<file path="src/rtl/recv_protocol_pkg.sv">
// -----------------------------------------------------------------------------
// recv_protocol_pkg
// Constants and types shared by the token-ring serial transmitter and the
// receiver. Both ends import this package, so the payload width and the start
// pattern cannot drift apart.
//   DATA_W    : payload width in bits
//   SEQ_W     : start-sequence length in bits
//   START_SEQ : start pattern; the leftmost bit is on the line first
//   CNT_W     : receive bit-counter width; it must be able to hold DATA_W
//   state_e   : receiver FSM states
// -----------------------------------------------------------------------------
package recv_protocol_pkg;

  localparam int DATA_W = 55;
  localparam int SEQ_W  = 6;
  localparam int CNT_W  = 6;

  localparam logic [SEQ_W-1:0] START_SEQ = 6'b011111;

  typedef enum logic [1:0] {
    HUNT    = 2'd0,
    RECEIVE = 2'd1,
    STOP    = 2'd2
  } state_e;

endpackage : recv_protocol_pkg

</file>
<file path="src/rtl/recv_protocol_if.sv">
// -----------------------------------------------------------------------------
// recv_protocol_if
// Bundles the serial line and the router-side outputs of the receiver.
//   S_Data    : serial line; idles at 0
//   RX_Data   : last good payload; held between frames
//   valid     : one-cycle pulse when RX_Data updates
//   frame_err : one-cycle pulse on a bad stop bit
//   busy      : high while a frame is being received
// modport slave  - the receiver (samples S_Data, drives the rest)
// modport master - line driver / router side
// -----------------------------------------------------------------------------
interface recv_protocol_if;
  import recv_protocol_pkg::*;

  logic              S_Data;
  logic [DATA_W-1:0] RX_Data;
  logic              valid;
  logic              frame_err;
  logic              busy;

  modport slave (
    input  S_Data,
    output RX_Data,
    output valid,
    output frame_err,
    output busy
  );

  modport master (
    output S_Data,
    input  RX_Data,
    input  valid,
    input  frame_err,
    input  busy
  );

endinterface : recv_protocol_if

</file>
<file path="src/rtl/recv_protocol_start_detect.sv">
// -----------------------------------------------------------------------------
// start_detect
// Shift register that watches the serial line for START_SEQ.
//   clk     : system clock
//   rst     : asynchronous active-high reset
//   en_i    : shift the sampled bit in (only while hunting)
//   clr_i   : clear the history (takes priority over en_i)
//   bit_i   : bit sampled on this edge
//   match_o : combinational; high when the history plus bit_i equals START_SEQ
// -----------------------------------------------------------------------------
module start_detect
  import recv_protocol_pkg::*;
(
  input  logic clk,
  input  logic rst,
  input  logic en_i,
  input  logic clr_i,
  input  logic bit_i,
  output logic match_o
);

  logic [SEQ_W-1:0] seq_q;
  logic [SEQ_W-1:0] seq_d;

  // The window includes the bit arriving on this edge, so the FSM can lock
  // on the same edge that samples the last start bit.
  logic [SEQ_W-1:0] window;
  assign window  = {seq_q[SEQ_W-2:0], bit_i};
  assign match_o = (window == START_SEQ);

  always_comb begin
    seq_d = seq_q;
    if (clr_i) begin
      seq_d = '0;
    end else if (en_i) begin
      seq_d = window;
    end
  end

  always_ff @(posedge clk or posedge rst) begin
    if (rst) begin
      seq_q <= '0;
    end else begin
      seq_q <= seq_d;
    end
  end

endmodule : start_detect

</file>
<file path="src/rtl/recv_protocol.sv">
// -----------------------------------------------------------------------------
// recv_protocol
// Serial receiver downstream of the token-ring transmitter (same clock).
// Hunts for START_SEQ, deserializes DATA_W bits MSB first, checks a stop bit
// that must be 0, then presents the word with a one-cycle valid strobe.
//   clk  : system clock, all state updates on the posedge
//   rst  : asynchronous active-high reset
//   bus  : recv_protocol_if.slave (S_Data in; RX_Data, valid, frame_err,
//          busy out)
// -----------------------------------------------------------------------------
module recv_protocol
  import recv_protocol_pkg::*;
(
  input  logic            clk,
  input  logic            rst,
  recv_protocol_if.slave  bus
);

  state_e              state_q, state_d;
  logic [CNT_W-1:0]    cnt_q, cnt_d;
  logic [DATA_W-1:0]   data_q, data_d;
  logic [DATA_W-1:0]   rx_q, rx_d;
  logic                valid_q, valid_d;
  logic                ferr_q, ferr_d;
  logic                busy_q, busy_d;

  logic                det_en;
  logic                det_clr;
  logic                det_match;
  logic                b;

  // The line comes from a registered transmitter output on the same clock,
  // so it is used directly without a synchronizer.
  assign b = bus.S_Data;

  start_detect u_start_detect (
    .clk     (clk),
    .rst     (rst),
    .en_i    (det_en),
    .clr_i   (det_clr),
    .bit_i   (b),
    .match_o (det_match)
  );

  always_comb begin
    state_d = state_q;
    cnt_d   = cnt_q;
    data_d  = data_q;
    rx_d    = rx_q;
    valid_d = 1'b0;
    ferr_d  = 1'b0;
    det_en  = 1'b0;
    det_clr = 1'b0;

    case (state_q)
      HUNT: begin
        det_en = 1'b1;
        if (det_match) begin
          state_d = RECEIVE;
          cnt_d   = CNT_W'(DATA_W);
        end
      end

      RECEIVE: begin
        // Detector stays frozen here, so payload runs of 011111 cannot
        // cause a resync.
        data_d = {data_q[DATA_W-2:0], b};
        cnt_d  = cnt_q - CNT_W'(1);
        if (cnt_q == CNT_W'(1)) begin
          state_d = STOP;
        end
      end

      STOP: begin
        // Clearing the history lets the next 011111 lock without needing
        // any particular idle pattern first.
        det_clr = 1'b1;
        state_d = HUNT;
        if (!b) begin
          rx_d    = data_q;
          valid_d = 1'b1;
        end else begin
          ferr_d  = 1'b1;
        end
      end

      default: begin
        det_clr = 1'b1;
        state_d = HUNT;
      end
    endcase

    // Registered from the next state so busy tracks the state register
    // exactly, cycle for cycle.
    busy_d = (state_d == RECEIVE) || (state_d == STOP);
  end

  always_ff @(posedge clk or posedge rst) begin
    if (rst) begin
      state_q <= HUNT;
      cnt_q   <= '0;
      data_q  <= '0;
      rx_q    <= '0;
      valid_q <= 1'b0;
      ferr_q  <= 1'b0;
      busy_q  <= 1'b0;
    end else begin
      state_q <= state_d;
      cnt_q   <= cnt_d;
      data_q  <= data_d;
      rx_q    <= rx_d;
      valid_q <= valid_d;
      ferr_q  <= ferr_d;
      busy_q  <= busy_d;
    end
  end

  assign bus.RX_Data   = rx_q;
  assign bus.valid     = valid_q;
  assign bus.frame_err = ferr_q;
  assign bus.busy      = busy_q;

endmodule : recv_protocol

</file>
<file path="src/flat_wrapper.sv">
// flat-port wrapper written by rule: the top's interface ports become plain ports
module recv_protocol_flat import recv_protocol_pkg::*;
  (clk, rst, bus_S_Data, bus_RX_Data, bus_valid, bus_frame_err, bus_busy);
  recv_protocol_if bus_i ();
  input  logic clk;
  input  logic rst;
  input wire logic [$bits(bus_i.S_Data)-1:0] bus_S_Data;
  output wire logic [$bits(bus_i.RX_Data)-1:0] bus_RX_Data;
  output wire logic [$bits(bus_i.valid)-1:0] bus_valid;
  output wire logic [$bits(bus_i.frame_err)-1:0] bus_frame_err;
  output wire logic [$bits(bus_i.busy)-1:0] bus_busy;
  assign bus_i.S_Data = bus_S_Data;
  assign bus_RX_Data = bus_i.RX_Data;
  assign bus_valid = bus_i.valid;
  assign bus_frame_err = bus_i.frame_err;
  assign bus_busy = bus_i.busy;
  recv_protocol u_core (.clk(clk), .rst(rst), .bus(bus_i));
endmodule
</file>
<file path="config.mk">
export PLATFORM = sky130hd
export DESIGN_NAME = recv_protocol_flat
export DESIGN_NICKNAME = d
export VERILOG_FILES = /design/src/rtl/recv_protocol_pkg.sv /design/src/rtl/recv_protocol_if.sv /design/src/rtl/recv_protocol_start_detect.sv /design/src/rtl/recv_protocol.sv /design/src/flat_wrapper.sv
export SDC_FILE = /design/constraint.sdc
export NUM_CORES = 1
export LEC_CHECK = 0
export CORE_UTILIZATION = 55
export CTS_BUF_LIST = sky130_fd_sc_hd__clkbuf_4 sky130_fd_sc_hd__clkbuf_8
export DETAILED_ROUTE_END_ITERATION = 6
export PLACE_DENSITY = 0.78
export SYNTH_ARGS = -nofsm -noshare
export SYNTH_HDL_FRONTEND = slang
export SYNTH_SLANG_ARGS = --single-unit
</file>
<file path="constraint.sdc">
create_clock -name clk -period 10 [get_ports clk]
set_clock_uncertainty 0.05 [all_clocks]
set_input_delay 2 -clock clk [delete_from_list [all_inputs] [get_ports clk]]
set_output_delay 2 -clock clk [all_outputs]
set_load 0.01 [all_outputs]
</file>
==> results of run 1 <==
state kept, by name, summed over array words and instances (netlist names):
| signal | cells |
|---|---|
| u_core.state_q | 2 |
| u_core.bus.valid | 1 |
| u_core.u_start_detect.seq_q | 5 |
| u_core.data_q | 55 |
| u_core.bus.busy | 1 |
| u_core.cnt_q | 6 |
| u_core.bus.frame_err | 1 |
| u_core.bus.RX_Data | 55 |
cell type report:
type / count / area (um^2)
clock buffers: 19 / 262
clock inverters: 13 / 141
fillers: 659 / 2760
inverters: 5 / 21.3
multi-input cells: 267 / 1750
flip-flops and latches: 126 / 3150
well taps: 108 / 135
repair buffers: 63 / 623
Yosys cell counts (3+ instances only):
cell type,count,area [um^2]
nor2b_1,4,25.0
nand2_1,166,623
inv_1,5,18.8
mux2_4,39,586
nor2_1,6,22.5
a21oi_1,3,15.0
buf_12,4,80.1
buf_4,6,45.0
nor3b_1,3,22.5
mux2i_1,6,60.1
mux2_2,16,180
buf_2,9,45.0
dfrtp_1,126,3150
nand2b_1,3,18.8
through the flow:
step | power (uW) | utilization (%)
after floorplan | 800 | -
after global placement | 830 | 64.3
after detailed placement | 841 | 64.3
after CTS | 1280 | 68.8
after global routing | 1340 | 68.8
final | 1270 | 68.8
kinds of logic after synthesis:
logic type | Yosys count
DFF | 126
muxes | 61
and+or+nand+nor | 190
buffers and inverters | 28
AOI/OAI and AO/OA | 14
adders and majority gates | 2
routing by layer:
metal	up-vias	global-route usage (%)	wire (um)
li1	1486	-	-
met1	1554	27.0	4010
met2	78	29.9	4120
met3	8	6.01	372
met4	0	7.81	90
met5	-	0	0
critical path: stages:
cell	delay, ps
clkdlybuf4s50_1	530
nor3b_4	770
buf_4	690
mux2_2	400
cell usage in the layout (no fill, tap or decap), types with 2 or more instances in the layout:
| master | instances |
|---|---|
| clkdlybuf4s50_1 | 60 |
| ha_1 | 2 |
| clkinvlp_4 | 6 |
| clkbuf_8 | 19 |
| mux2_2 | 16 |
| clkinv_2 | 2 |
| clkinv_4 | 3 |
| nor2b_1 | 3 |
| bufinv_16 | 2 |
| mux2i_1 | 6 |
| nand2_1 | 166 |
| nor3b_1 | 3 |
| a21oi_1 | 3 |
| a311oi_1 | 2 |
| mux2_4 | 39 |
| inv_1 | 4 |
| buf_4 | 3 |
| dfrtp_1 | 126 |
| nand2b_1 | 2 |
| and4b_1 | 2 |
| nor2_1 | 6 |
worst paths after layout:
kind                                         from                      to  slack (ps)  cells after the start
max in group asynchronous                     rst   u_core.bus.RX_Data[7]        6580                      3
min in group asynchronous                     rst  u_core.bus.RX_Data[35]        1870                      2
worst min-delay path            u_core.data_q[52]       u_core.data_q[53]         440                      2
worst max-delay path                   bus_S_Data  u_core.bus.RX_Data[51]        5800                      4
worst min register to register  u_core.data_q[52]       u_core.data_q[53]         440                      2
worst max register to register  u_core.state_q[1]  u_core.bus.RX_Data[51]        7090                      3
power by group:
group          internal, uW  total [uW]  switching (uW)
Combinational          65.8         201             135
Sequential              568         631            62.4
Clock                   234         436             201
Total                   869        1270             399
==> out/metrics.cfg, run 1 <==
[status]
status = complete, but fails checks
violations = design-rule violations

[cts]
post_cts_buffers = 0
cts.htree.levels = 4
post_cts_resized = 0
cts_tree = done
clockRootBuffer = clkbuf_8
clk_path_buf_depth = 2
clk_latency_ps = 420
ctsHoldBuffers = 0
clkTransAtPathRegs_ps = 80
cts_made_buffers = 17
clkSinkCount = 126

[timing]
worst_slew_pin_slew_ps = 1110
final.setup.tns_ps = 0
fin_crit_ps = 4200
fin_ws_ps = 5800
relSlewSlack_pct = 25.9
setup_viol = 0
fmax_mhz = 238
fin_hold_ws_ps = 437
rsz0062_at_grt = false
maxSlewViolCount = 0
hold_viol_final = 0
period_share_pct = 42.0

[drt]
drt_iter0_markers = 171
vias = 3126
postRouteAntennaNets = 0
avgViaCountPerCell = 5.20
drt-total-wl_um = 8590
post_drt_wl_per_cell_um = 14.3
first_pass_iters = 7
drcViolationCount = 1

[worst_setup_path]
required_ps = 10250
critPathLaunchType = primary input
cp_max_fo = 40
cp-end-kind = flop
worstPathArrival_ps = 4460
path_class = primary input to flop

[synth]
synth.area.mux_share_pct = 16.2
ys_types = 35
async_reset_ff_share_pct = 100
synth_top_family_by_area = multiplexers
synth_edf_count = 0
synth_area_um2 = 5110
synth.avg_cell_area_um2 = 12.1
synth-simple-area-share_pct = 15.4
ys_seq_area_share_pct = 61.7
ys.flop_type = dfrtp_1
synth_adder_area_share_pct = 0.490
synth_fp_nets = 426
ys_warn_count = 0
synth_xor_area_share_pct = 0
synthCells = 421
synth-compound-area-share_pct = 2.11
ys_ff_latch = 126

[floorplanning]
rows = 34
die_h_um = 98.4
die_area_um2 = 9680
die_width_um = 98.4
start_util_pct = 57.7
core-area_um2 = 8850
io_pins = 61

[global_routing]
gr-total-overflow = 0
antenna_found_initial = 0
grt_pass1_vias = 2992
grt_pass1_wl_um = 14600
grt_util_all_layers_pct = 19.8
grt_max_degree = 94

[layout]
stdcell_count = 601
fin_nets = 485
diodes = 0
final_layout_size_suffix_gt1_share_pct = 19.1
design_area_um2 = 6090
area_delta_synth_final_pct = 19.2

[placement]
place_congestion = 0.744
dpl.hpwl_um = 5260
placedCellCount = 569
post-place-ws_ps = 5340
numPortBuffers = 60
postPlaceCellArea_um2 = 5690

[power]
ir_drop_uv = 158
leakage_uw = 0.00310
power_density_nw_per_um2 = 208

[run]
drv_cap = 0

[worst_hold_path]
hp-class = flop to flop

Power figures use the tool's default switching activity.
==> inputs of run 2 (changes only) <==
==> constraint.sdc (replaced) <==
create_clock -name clk -period 4.1 [get_ports clk]
set_clock_uncertainty 0.05 [all_clocks]
set_input_delay 0.82 -clock clk [delete_from_list [all_inputs] [get_ports clk]]
set_output_delay 0.82 -clock clk [all_outputs]
set_load 0.01 [all_outputs]
==> run 2 against run 1 <==
  * The flow still finishes with violations (design-rule violations)
  * Register-to-register slack worse by 5300 ps
  * Flip-flop and latch count stayed put
  * Critical endpoint is now u_core.data_q[31]
  * Via count fell by 0.77%
  * Worst setup slack got worse by 4000 ps
  * Global-route usage down 0.18 points
  * Cell count stayed put
  * Design area grew 1.7%
  * Combinational power is 150% higher
  * Hold slack gained 0.66 ps
  * Count of clock-buffer cells in the layout shrank 1
  * Non-clock buffer count did not move
==> out/metrics.cfg, run 2 (synthesis results as in run 1) <==
[cts]
cts_tree = done
ctsHoldBuffers = 0  ; unchanged
clockRootBuffer = clkbuf_8
clk_latency_ps = 420  ; about the same
post_cts_buffers = 0  ; unchanged
cts_made_buffers = 17  ; unchanged
clkTransAtPathRegs_ps = 70  ; about the same
clk_path_buf_depth = 2  ; unchanged
clkSinkCount = 126  ; unchanged
post_cts_resized = 0  ; unchanged
cts.htree.levels = 4  ; unchanged

[worst_setup_path]
critPathLaunchType = flop
path_class = flop to flop
timing.rr.start = u_core.state_q[0]
required_ps = 4400  ; -5850 ps
worstPathArrival_ps = 2620  ; -1840 ps
cp-end-kind = flop
cp_max_fo = 39  ; -2.5%
crit_start = u_core.state_q[0]

[layout]
area_delta_synth_final_pct = 21.2
final_layout_size_suffix_gt1_share_pct = 19.1  ; unchanged
fill_cells = 614  ; -6.8%
mostFrequentLayoutCells = nand2_1, dfrtp_1, clkdlybuf4s50_1
fin_nets = 485  ; unchanged
final_common_cell = nand2_1
diodes = 0  ; unchanged

[drt]
avgViaCountPerCell = 5.16  ; -0.77%
drt_iter0_markers = 186  ; +8.8%
postRouteAntennaNets = 0  ; unchanged
met2WireLength_um = 4030  ; -2.2%
drt-total-wl_um = 8530  ; -0.66%
maxUsedRoutingLayer = met4
wl_met1_um = 4040  ; +0.85%
vias = 3102  ; -0.77%
post_drt_wl_per_cell_um = 14.2  ; -0.66%
met3_length_um = 364  ; -2.2%
drcViolationCount = 3  ; +2
first_pass_iters = 7  ; unchanged

[timing]
fmax_mhz = 431
fin_ws_ps = 1780  ; -4020 ps
hold_viol_final = 0  ; unchanged
setup_viol = 0  ; unchanged
period_share_pct = 56.6
final.setup.tns_ps = 0  ; unchanged
maxSlewViolCount = 0  ; unchanged
rsz0062_at_grt = false
relSlewSlack_pct = 26.5  ; +0.54 points
worst_slew_pin_slew_ps = 1100  ; -8.15 ps
fin_crit_ps = 2320

[floorplanning]
rows = 34  ; unchanged
die_h_um = 98.4  ; unchanged
die_width_um = 98.4  ; unchanged
start_util_pct = 57.7  ; unchanged
core-area_um2 = 8850  ; unchanged
die_area_um2 = 9680  ; unchanged
io_pins = 61  ; unchanged

[placement]
numPortBuffers = 60  ; unchanged
post-place-ws_ps = 1530  ; -3810 ps
dpl.hpwl_um = 5110  ; -2.8%
place_congestion = 0.751  ; +0.91%

[status]
status = complete, but fails checks
violations = design-rule violations

[global_routing]
grt_pass1_wl_um = 14800  ; +1.2%
grt_max_degree = 127  ; +35%
grt_util_all_layers_pct = 19.6  ; -0.18 points
grt_pass1_vias = 3060  ; +2.3%
gr-total-overflow = 0  ; unchanged
antenna_found_initial = 0  ; unchanged

[power]
fin_total_pwr_uw = 3310  ; +160%
power_density_nw_per_um2 = 535  ; +160%
ir_drop_uv = 378  ; +140%
leakage_uw = 0.00315  ; +1.7%

[worst_hold_path]
hp-class = flop to flop
holdCritStartpoint = u_core.data_q[54]

[run]
drv_cap = 0  ; unchanged

-- run 2: cell count changes in the layout (fill, tap and decap cells not counted), sizes merged --
cell      before  now
clkinvlp       6    3
clkbuf        19   18
bufinv         2    6
-- run 2: critical path, cell delays in order, from the launching register on --
cell	delay, ps
dfrtp_1	800
nor2b_4	850
buf_4	380
nand2_1	100
nand2_1	60
-- run 2: layout make-up --
type / instances / area [um^2] / share of cell area, %
flip-flops and latches: 126 / 3150 / 50.9
inverters: 5 / 22.5 / 0.364
well taps: 108 / 135 / 2.18
repair buffers: 63 / 648 / 10.5
clock buffers: 18 / 241 / 3.90
multi-input cells: 267 / 1750 / 28.3
clock inverters: 14 / 240 / 3.88
-- run 2: final timing paths --
check                                          to  cells after the start  slack (ps)
hold reg to reg                 u_core.data_q[54]                      2         440
max in group asynchronous         u_core.cnt_q[0]                      3        2670
setup / recovery                u_core.data_q[31]                      4        1780
hold / removal                  u_core.data_q[54]                      2         440
setup reg to reg                u_core.data_q[31]                      4        1780
min in group asynchronous  u_core.bus.RX_Data[24]                      3         900
-- run 2: per-stage QoR --
step	cells	hold slack, ps	instance area (um^2)	utilization [%]
global route	601	471	6190	70.0
detailed placement	569	425	5710	64.6
global placement	569	421	5710	64.6
CTS	601	443	6190	70.0
floorplan	421	396	5110	-
finish	601	437	6190	70.0
-- run 2: per-layer routing --
layer / vias up / track usage, %
met1: 1523 / 26.7
met2: 81 / 30.1
met4: 0 / 8.27
met5: - / 0
li1: 1486 / -
met3: 12 / 5.15
-- run 2: power breakdown --
part	switching, uW	internal, uW	leakage (uW)
logic	332	162	0.00120
clock network	487	794	0.000237
registers	150	1390	0.00172
total	969	2340	0.00315
